$ cat config.mk
export PLATFORM = sky130hd
export DESIGN_NAME = road_packet_assembler
export DESIGN_NICKNAME = d
export VERILOG_FILES = /design/src/rtl/road_packet_assembler.sv
export SDC_FILE = /design/constraint.sdc
export NUM_CORES = 1
export LEC_CHECK = 0
export CORE_MARGIN = 1
export CORE_UTILIZATION = 34
export CTS_BUF_LIST = sky130_fd_sc_hd__clkbuf_8
export CTS_CLUSTER_DIAMETER = 30
export DETAILED_ROUTE_END_ITERATION = 7
export GPL_TIMING_DRIVEN = 0
export PLACE_DENSITY = 0.52
export SYNTH_ARGS = -nofsm -noshare
export SYNTH_HDL_FRONTEND = slang
export SYNTH_SLANG_ARGS = --single-unit
export TNS_END_PERCENT = 20
$ cat constraint.sdc
create_clock -name clk -period 3.8 [get_ports clk]
set_input_delay 0.38 -clock clk [delete_from_list [all_inputs] [get_ports clk]]
set_output_delay 0.38 -clock clk [all_outputs]
set_load 0.03 [all_outputs]
$ cat src/rtl/road_packet_assembler.sv
// road_packet_assembler: SVT cable words -> FIFO -> road/end-of-event packets.
// Ports: clk, reset_pulsar (async, active-low); data_in/ds strobe in, hold out;
//   out_valid/out_ready handshake with out_road, out_mask, out_hits, out_ee,
//   out_tag, out_err; overflow is sticky until reset.
module road_packet_assembler #(
   parameter int FIFO_DEPTH = 16,
   parameter int HOLD_THR   = 12
) (
   input  logic          clk,
   input  logic          reset_pulsar,
   input  logic [22:0]   data_in,
   input  logic          ds,
   output logic          hold,
   output logic          out_valid,
   input  logic          out_ready,
   output logic [20:0]   out_road,
   output logic [5:0]    out_mask,
   output logic [107:0]  out_hits,
   output logic          out_ee,
   output logic [20:0]   out_tag,
   output logic          out_err,
   output logic          overflow
);

   localparam int AW = $clog2(FIFO_DEPTH);
   localparam logic [AW:0] FULL_CNT = (AW+1)'(FIFO_DEPTH);
   localparam logic [AW:0] HOLD_CNT = (AW+1)'(HOLD_THR);

   typedef enum logic [1:0] {
      IDLE,
      COLLECT,
      EMIT
   } state_t;

   logic          ds_q;
   logic          armed;
   logic          strobe;
   logic          wr_pend;
   logic [22:0]   wr_data;

   logic [22:0]   mem [FIFO_DEPTH];
   logic [AW-1:0] wr_ptr;
   logic [AW-1:0] rd_ptr;
   logic [AW:0]   count;
   logic          ovf;
   logic          full;
   logic          pop;
   logic          do_wr;
   logic [22:0]   rd_word;

   state_t        state, state_n;
   logic [5:0]    mask, mask_n;
   logic [107:0]  hits, hits_n;
   logic          err, err_n;
   logic [20:0]   id, id_n;
   logic          ee, ee_n;

   logic          is_hit;
   logic          is_road;
   logic          is_eoe;
   logic          is_bad;
   logic          emit;

   // armed blocks a strobe until ds has really been seen high after reset
   assign strobe = armed & ds_q & ~ds;

   always_ff @(posedge clk or negedge reset_pulsar) begin
      if (!reset_pulsar) begin
         ds_q    <= 1'b1;
         armed   <= 1'b0;
         wr_pend <= 1'b0;
         wr_data <= '0;
      end else begin
         ds_q    <= ds;
         wr_pend <= strobe;
         wr_data <= data_in;
         if (ds)
            armed <= 1'b1;
      end
   end

   assign full    = (count == FULL_CNT);
   assign pop     = (state != EMIT) && (count != '0);
   assign do_wr   = wr_pend && (!full || pop);
   assign rd_word = mem[rd_ptr];

   always_ff @(posedge clk) begin
      if (do_wr)
         mem[wr_ptr] <= wr_data;
   end

   always_ff @(posedge clk or negedge reset_pulsar) begin
      if (!reset_pulsar) begin
         wr_ptr <= '0;
         rd_ptr <= '0;
         count  <= '0;
         ovf    <= 1'b0;
      end else begin
         if (do_wr)
            wr_ptr <= wr_ptr + 1'b1;
         if (pop)
            rd_ptr <= rd_ptr + 1'b1;
         case ({do_wr, pop})
            2'b10:   count <= count + 1'b1;
            2'b01:   count <= count - 1'b1;
            default: ;
         endcase
         if (wr_pend && full && !pop)
            ovf <= 1'b1;
      end
   end

   // layers 6/7 fold into the illegal class so the decode stays one-hot
   assign is_bad  = (rd_word[22:21] == 2'b10) ||
                    ((rd_word[22:21] == 2'b00) && (rd_word[20:19] == 2'b11));
   assign is_hit  = (rd_word[22:21] == 2'b00) && (rd_word[20:19] != 2'b11);
   assign is_road = (rd_word[22:21] == 2'b01);
   assign is_eoe  = (rd_word[22:21] == 2'b11);

   always_ff @(posedge clk or negedge reset_pulsar) begin
      if (!reset_pulsar) begin
         state <= IDLE;
         mask  <= '0;
         hits  <= '0;
         err   <= 1'b0;
         id    <= '0;
         ee    <= 1'b0;
      end else begin
         state <= state_n;
         mask  <= mask_n;
         hits  <= hits_n;
         err   <= err_n;
         id    <= id_n;
         ee    <= ee_n;
      end
   end

   always_comb begin
      state_n = state;
      mask_n  = mask;
      hits_n  = hits;
      err_n   = err;
      id_n    = id;
      ee_n    = ee;
      case (state)
         EMIT: begin
            if (out_ready) begin
               state_n = IDLE;
               mask_n  = '0;
               hits_n  = '0;
               err_n   = 1'b0;
            end
         end
         IDLE, COLLECT: begin
            if (pop) begin
               unique case (1'b1)
                  is_hit: begin
                     for (int i = 0; i < 6; i++) begin
                        if (rd_word[20:18] == 3'(i)) begin
                           if (mask[i]) begin
                              err_n = 1'b1;
                           end else begin
                              mask_n[i]          = 1'b1;
                              hits_n[18*i +: 18] = rd_word[17:0];
                           end
                        end
                     end
                     state_n = COLLECT;
                  end
                  is_road: begin
                     id_n    = rd_word[20:0];
                     ee_n    = 1'b0;
                     state_n = EMIT;
                  end
                  is_eoe: begin
                     // hits without a road are orphans
                     if (state == COLLECT)
                        err_n = 1'b1;
                     mask_n  = '0;
                     hits_n  = '0;
                     id_n    = rd_word[20:0];
                     ee_n    = 1'b1;
                     state_n = EMIT;
                  end
                  is_bad: begin
                     err_n = 1'b1;
                  end
               endcase
            end
         end
         default: state_n = IDLE;
      endcase
   end

   assign emit      = (state == EMIT);
   assign out_valid = emit;
   assign out_road  = (emit && !ee) ? id : '0;
   assign out_tag   = (emit && ee) ? id : '0;
   assign out_ee    = emit && ee;
   assign out_mask  = emit ? mask : '0;
   assign out_hits  = emit ? hits : '0;
   assign out_err   = emit && err;
   assign hold      = (count >= HOLD_CNT);
   assign overflow  = ovf;

endmodule

==> impl_metrics.py, run 1 <==
metrics = {
    "power_and_ir_drop": {
        "leakage_nw": 10.5,
        "powerDensity_mw_per_mm2": 944,
        "peakVddDrop_uv": 412,
        "finalPower_mw": 26.7,
    },
    "critical_path": {
        "crit_start": "rd_ptr[0]",
        "path_depth": 10,
        "slowest_stage": "mux4_2",
        "cp_num_buf_inv": 4,
        "cp-endpoint": "hits[83]",
        "critPathArrivalTime_ns": 4.21,
        "worst_ep_required_time_ns": 4.36,
        "crit_family": "compound AO/OA/AOI/OAI gates",
        "crit_top_cell": "buf_6",
        "worstPathCellList": "buf_6 > buf_6 > mux4_2 > a22oi_1 > and3_1 > o21ai_1 > buf_6 > o221ai_4 > buf_12 > mux2_4",
        "max_stage_delay_ns": 0.54,
        "crit_fanout": 10,
        "worstSetupStartpointType": "flop",
        "rrSetupSlack_ns": 0.15,
        "rr_worst_depth": 10,
        "crit_type": "flop to flop",
        "reg2reg_to": "hits[83]",
        "r2r_start": "rd_ptr[0]",
        "end_kind": "flop",
    },
    "finish": {
        "fin_util_pct": 43.6,
        "n_antenna_cell": 0,
        "layout.cells.non_filler": 2476,
        "nets": 1558,
        "drive_gt1_share_pct": 31.4,
        "final_common_cell": "edfxtp_1",
        "syn2layout_area_growth_pct": 25.8,
        "final_cell_mix": "edfxtp_1 (368), clkdlybuf4s50_1 (186), dfrtp_1 (178), and2_1 (157), clkbuf_8 (134)",
    },
    "clocking": {
        "cts_tree": "yes",
        "cts_root_buf": "clkbuf_8",
        "cts_buffers": 121,
        "clk_latency_ns": 0.72,
        "numClockSinks": 547,
        "h-tree-depth": 3,
        "clk_pin_slew_worst_paths_ns": 0.06,
        "cts_buffer_depth": 3,
    },
    "synth": {
        "ys_seq_elements": 547,
        "postSynth.asyncResetShare_pct": 32.7,
        "synthMuxAreaShare_pct": 19.1,
        "yosysWarnings": 0,
        "synthesis.area_mm2": 0.0225,
        "synth_edf_count": 368,
        "synth_top_flop_cell": "edfxtp_1",
        "synth_seq_area_share_pct": 69.2,
        "synth_compound_area_share_pct": 1.84,
        "synth_fa_ha_area_share_pct": 0.591,
        "synthCells": 1198,
        "avgSynthCellArea_um2": 18.7,
        "synth_xor_area_share_pct": 0.429,
        "yosysUniqueCellTypes": 59,
        "synth_top_family_by_area": "multiplexers",
        "synthSimpleGateAreaFrac_pct": 7.03,
        "syn-num-nets": 1235,
    },
    "detailed_routing": {
        "drcViolationCount": 0,
        "drtAntennaViolNets": 0,
        "wl_met3_um": 2620,
        "viasPerCell": 4.84,
        "drt-total-wl_um": 58100,
        "first_iter_violations": 842,
        "highest_layer": "met4",
        "wl_per_cell_um": 23.5,
        "dr.pass1.iters": 4,
        "route.met2.wl_um": 28400,
        "wl_met1_um": 25900,
        "num_vias": 12000,
    },
    "timing": {
        "max_freq_mhz": 274,
        "skew_ns": 0.0411,
        "period_share_pct": 96.1,
        "period_needed_ns": 3.65,
        "worstMarginPinSlew_ns": 1.14,
        "worst_slack_ns": 0.148,
        "slew_headroom_pct": 23.9,
        "final-max-slew-violation-count": 0,
        "rsz0062_at_grt": "yes",
        "finalSetupViolations": 0,
        "hold_ws_ns": 0.102,
        "final_hold_viol_count": 0,
    },
    "flow_run": {
        "maxCapViolations": 0,
    },
    "die": {
        "initial_core_util_pct": 34.7,
        "die_area_mm2": 0.0671,
        "rows": 93,
        "die_h_um": 259,
        "die_x_um": 259,
        "core-area_mm2": 0.0648,
        "ios": 188,
    },
    "global_routing": {
        "antenna_found_initial": 0,
        "grt_max_degree": 104,
        "grt_usage_pct": 17.6,
        "gr-total-overflow": 0,
        "grt_pass1_vias": 13000,
        "grt_first_pass_wirelength_um": 85800,
    },
    "placed_design": {
        "dp_hpwl_um": 37300,
        "pre_cts_slack_ns": -0.374,
        "place_congestion": 0.781,
        "io_buffers": 187,
        "dp_cells": 2246,
    },
    "run_status": {
        "status": "completed",
    },
    "min_path": {
        "hold_class": "primary input to flop",
    },
}
==> registers in the layout (all words and copies together), names as in the netlist <==
register / flops
count: 5
overflow: 1
wr_pend: 1
wr_data: 23
mask: 6
err: 1
rd_ptr: 4
armed: 1
ee: 1
ds_q: 1
state: 2
id: 21
mem: 368
hits: 108
wr_ptr: 4
==> cell type report <==
type / instances / area [um2]
buffer: 65 / 425
clock buffer: 134 / 1840
clock inverter: 89 / 693
fill: 5691 / 36600
inverter: 11 / 41.3
multi-input combinational: 575 / 6560
sequential: 547 / 15500
tap: 855 / 1070
timing repair buffer: 200 / 2080
==> power by group <==
| group | total (mW) | switching [mW] | internal [mW] |
|---|---|---|---|
| Combinational | 12.0 | 6.24 | 5.78 |
| Sequential | 8.04 | 0.623 | 7.41 |
| Clock | 6.61 | 2.69 | 3.92 |
| Total | 26.7 | 9.56 | 17.1 |
==> what timing repair did <==
action,CTS,global route
gates cloned,0,0
setup buffers,0,6
hold endpoints to repair,75,0
resized for setup,21,9
endpoints found under the setup margin,189,111
pin swaps,0,2
hold buffers,1,0
==> cells by family (layout without fill, tap and decap cells) <==
kind of cell | count (synthesis) | count (layout)
adders and majority gates | 10 | 10
buffers and inverters | 76 | 499
and+or+nand+nor | 257 | 257
DFF | 547 | 547
xor gates and xnor gates | 11 | 11
muxes | 254 | 254
AOI/OAI and AO/OA | 43 | 43
==> routing by layer <==
layer / vias to the layer above / track usage (%)
met5: - / 0
met4: 0 / 5.34
met3: 88 / 3.71
met2: 324 / 29.1
met1: 6237 / 23.2
li1: 5333 / -
==> through the flow <==
step,TNS (ns),area (um2)
floorplan,0,22500
global placement,-1065.26,25400
detailed placement,-33.96,25600
CTS,0,28200
global route,-0.0383,28200
finish,0,28200
==> cell usage after synthesis, types with 2 or more instances <==
library cell	number	area share [%]
edfxtp_1	368	49
dfrtp_1	178	20
and2_1	169	4.7
mux4_2	111	11
mux2_2	96	4.8
mux2_4	40	2.7
clkbuf_1	38	0.64
and3_1	32	0.89
nand2_1	14	0.23
inv_1	11	0.18
nor2_1	11	0.18
buf_2	9	0.20
ha_1	9	0.50
o21ai_0	7	0.16
xnor2_1	7	0.27
a21oi_1	6	0.13
buf_1	6	0.10
buf_6	6	0.30
o221ai_1	6	0.23
mux2i_1	5	0.22
nor2b_1	5	0.14
nor3_1	5	0.11
buf_12	4	0.36
nand3_1	4	0.089
nor4_1	4	0.11
o221ai_4	4	0.47
xor2_1	4	0.16
a21o_1	3	0.10
a211oi_1	2	0.067
a22oi_2	2	0.11
mux4_1	2	0.23
o221ai_2	2	0.13
or3_1	2	0.056
==> worst register-to-register path, stage by stage (launching register included) <==
cell      delay [ns]
dfrtp_1         0.36
buf_6           0.14
buf_6           0.19
mux4_2          0.54
a22oi_1         0.27
and3_1          0.40
o21ai_1         0.33
buf_6           0.26
o221ai_4        0.46
buf_12          0.23
mux2_4          0.31
==> worst min path at each step <==
stage | startpoint | endpoint | cells past startpoint
after floorplan | reset_pulsar | armed | 0
after global placement | armed | armed | 1
after detailed placement | reset_pulsar | hits[100] | 1
after CTS | data_in[19] | wr_data[19] | 1
after global routing | data_in[19] | wr_data[19] | 1
final | data_in[19] | wr_data[19] | 1
(Power assumes the default switching activity.)
==> run 2: changes to the inputs <==
- CORE_MARGIN: 1 -> unset
- DONT_BUFFER_PORTS: unset -> 1
- PLACE_DENSITY: 0.52 -> 0.48
==> run 2 against run 1 <==
  * Clock skew is 0.0011 ns lower
  * First-iteration DRC count is 0.24% lower
  * Via count is 2.2% lower
  * Non-clock buffer count is 155 lower
  * Largest cell class unchanged
  * Sequential cell count stayed put
  * Count of clock-buffer cells in the layout is 14 higher
  * Die area stayed put
  * Critical endpoint is now hits[53]
  * The run now ends with negative hold slack left
  * Worst setup slack better by 0.046 ns
==> impl_metrics.py, run 2 (synthesized netlist as in run 1, its figures left out) <==
metrics = {
    "power_and_ir_drop": {
        "p_clk_share_pct": 28.2,
        "leakage_nw": 10.2,
        "intPower_mw": 17.3,
        "finalPower_mw": 26.9,
        "pwr-share-comb_pct": 41.9,
        "seq_power_share_pct": 29.9,
        "peakVddDrop_uv": 385,
        "power.switching_mw": 9.64,
        "swShare_pct": 35.8,
        "powerDensity_mw_per_mm2": 991,
    },
    "global_routing": {
        "grt_first_pass_wirelength_um": 87100,
        "grt_pass1_vias": 12500,
        "grt_max_degree": 180,
        "antenna_found_initial": 2,
        "gr-total-overflow": 0,
        "grt_usage_pct": 18.1,
    },
    "timing": {
        "period_share_pct": 94.9,
        "skew_ns": 0.0400,
        "slew_headroom_pct": 14.1,
        "period_needed_ns": 3.61,
        "rsz0062_at_grt": "no",
        "finalSetupViolations": 0,
        "worstMarginPinSlew_ns": 1.29,
        "final-max-slew-violation-count": 0,
        "max_freq_mhz": 277,
        "final_hold_viol_count": 179,
        "hold_ws_ns": -0.661,
    },
    "detailed_routing": {
        "dr.pass1.iters": 5,
        "num_vias": 11700,
        "drcViolationCount": 0,
        "wl_per_cell_um": 25.1,
        "first_iter_violations": 840,
        "drtAntennaViolNets": 0,
        "viasPerCell": 5.00,
        "drt-total-wl_um": 58900,
    },
    "critical_path": {
        "critPathArrivalTime_ns": 4.23,
        "rrSetupSlack_ns": 0.19,
        "r2r_start": "rd_ptr[1]",
        "crit_top_cell": "buf_2",
        "worst_ep_required_time_ns": 4.42,
        "crit_fanout": 10,
        "crit_type": "flop to flop",
        "crit_family": "buffers and inverters",
        "cp_num_buf_inv": 4,
        "max_stage_delay_ns": 0.56,
        "worstPathCellList": "buf_2 > buf_2 > buf_2 > clkdlybuf4s15_2 > mux4_2 > mux4_2 > and2_1 > mux2_2",
        "slowest_stage": "mux4_2",
        "reg2reg_to": "hits[53]",
        "worstSetupStartpointType": "flop",
        "rr_worst_depth": 8,
        "end_kind": "flop",
    },
    "finish": {
        "nets": 1416,
        "final_common_cell": "edfxtp_1",
        "layout.cells.non_filler": 2344,
        "drive_gt1_share_pct": 35.8,
        "regMostFlops": "mem",
        "final_cell_mix": "edfxtp_1 (368), dfrtp_1 (178), and2_1 (157), clkbuf_8 (148), mux4_2 (111)",
        "reg_top3": "mem x368, hits x108, wr_data x23",
        "largest_reg_flops": 368,
        "syn2layout_area_growth_pct": 20.9,
        "fin_util_pct": 41.9,
    },
    "clocking": {
        "clk_latency_ns": 0.77,
        "numClockSinks": 547,
        "cts_tree": "yes",
        "cts_hold_buf": 25,
        "cts_buffers": 134,
        "clk_pin_slew_worst_paths_ns": 0.05,
        "h-tree-depth": 4,
        "cts_root_buf": "clkbuf_8",
        "cts_buffer_depth": 3,
    },
    "run_status": {
        "status": "finished, violations left",
        "failed_checks": "negative hold slack",
    },
    "die": {
        "initial_core_util_pct": 34.7,
        "die_area_mm2": 0.0671,
        "ios": 188,
        "die_h_um": 259,
        "rows": 93,
        "core-area_mm2": 0.0648,
        "die_x_um": 259,
    },
    "placed_design": {
        "dp_hpwl_um": 37600,
        "dp_cells": 2063,
        "io_buffers": 0,
        "place_congestion": 0.772,
    },
    "min_path": {
        "hold_class": "primary input to asynchronous set/reset pin",
    },
    "flow_run": {
        "maxCapViolations": 0,
    },
}
## run 2: worst max path at each step
stage,startpoint,end,slack (ns),cells after the start
finish,rd_ptr[1],hits[53],0.19,8
global route,rd_ptr[2],hits[88],0.02,6
CTS,rd_ptr[0],hits[94],0.008,8
detailed placement,rd_ptr[1],hits[88],-0.58,8
global placement,rd_ptr[1],hits[88],-0.54,8
floorplan,rd_ptr[0],hits[10],0.79,10
## run 2: timing repair
action                     4_1_cts  5_1_grt
gates cloned                     0        0
setup buffers                    0       10
hold endpoints to repair       207      179
pin swaps                        0        3
setup endpoints to repair      123      124
gates resized for setup         14       10
## run 2: cell type report
cell class	instances	area (um2)
fillers	5842	37700
flip-flops and latches	547	15500
repair buffers	45	578
plain buffers	65	425
diodes	2	5.00
multi-input cells	575	6560
clock buffers	148	2040
clock inverters	96	905
inverters	11	41.3
well taps	855	1070
## run 2: per-stage QoR
step | TNS (ns) | setup WS, ns | cell area (um2)
after floorplan | 0 | 0.786 | 22500
after global routing | 0 | 0.0162 | 27200
after global placement | -54.65 | -0.538 | 23500
after detailed placement | -50.35 | -0.580 | 23800
after CTS | 0 | 0.00818 | 27000
final | 0 | 0.194 | 27200
## run 2: layer usage
metal  routed length, um  vias to the layer above  global-route usage [%]
met5                   0                        -                       0
met4                1190                        0                    6.05
met3                3510                       95                    5.03
met2               28800                      379                    29.2
met1               25500                     6186                    23.5
li1                    -                     5055                       -
## run 2: power groups by stage
stage,sequential (mW),combinational [mW],clock (mW)
after floorplan,7.85,8.35,0
after global placement,8.12,10.9,0
after detailed placement,8.15,11.0,0
after CTS,8.05,11.1,7.78
after global routing,8.15,12.1,8.11
final,8.04,11.3,7.59
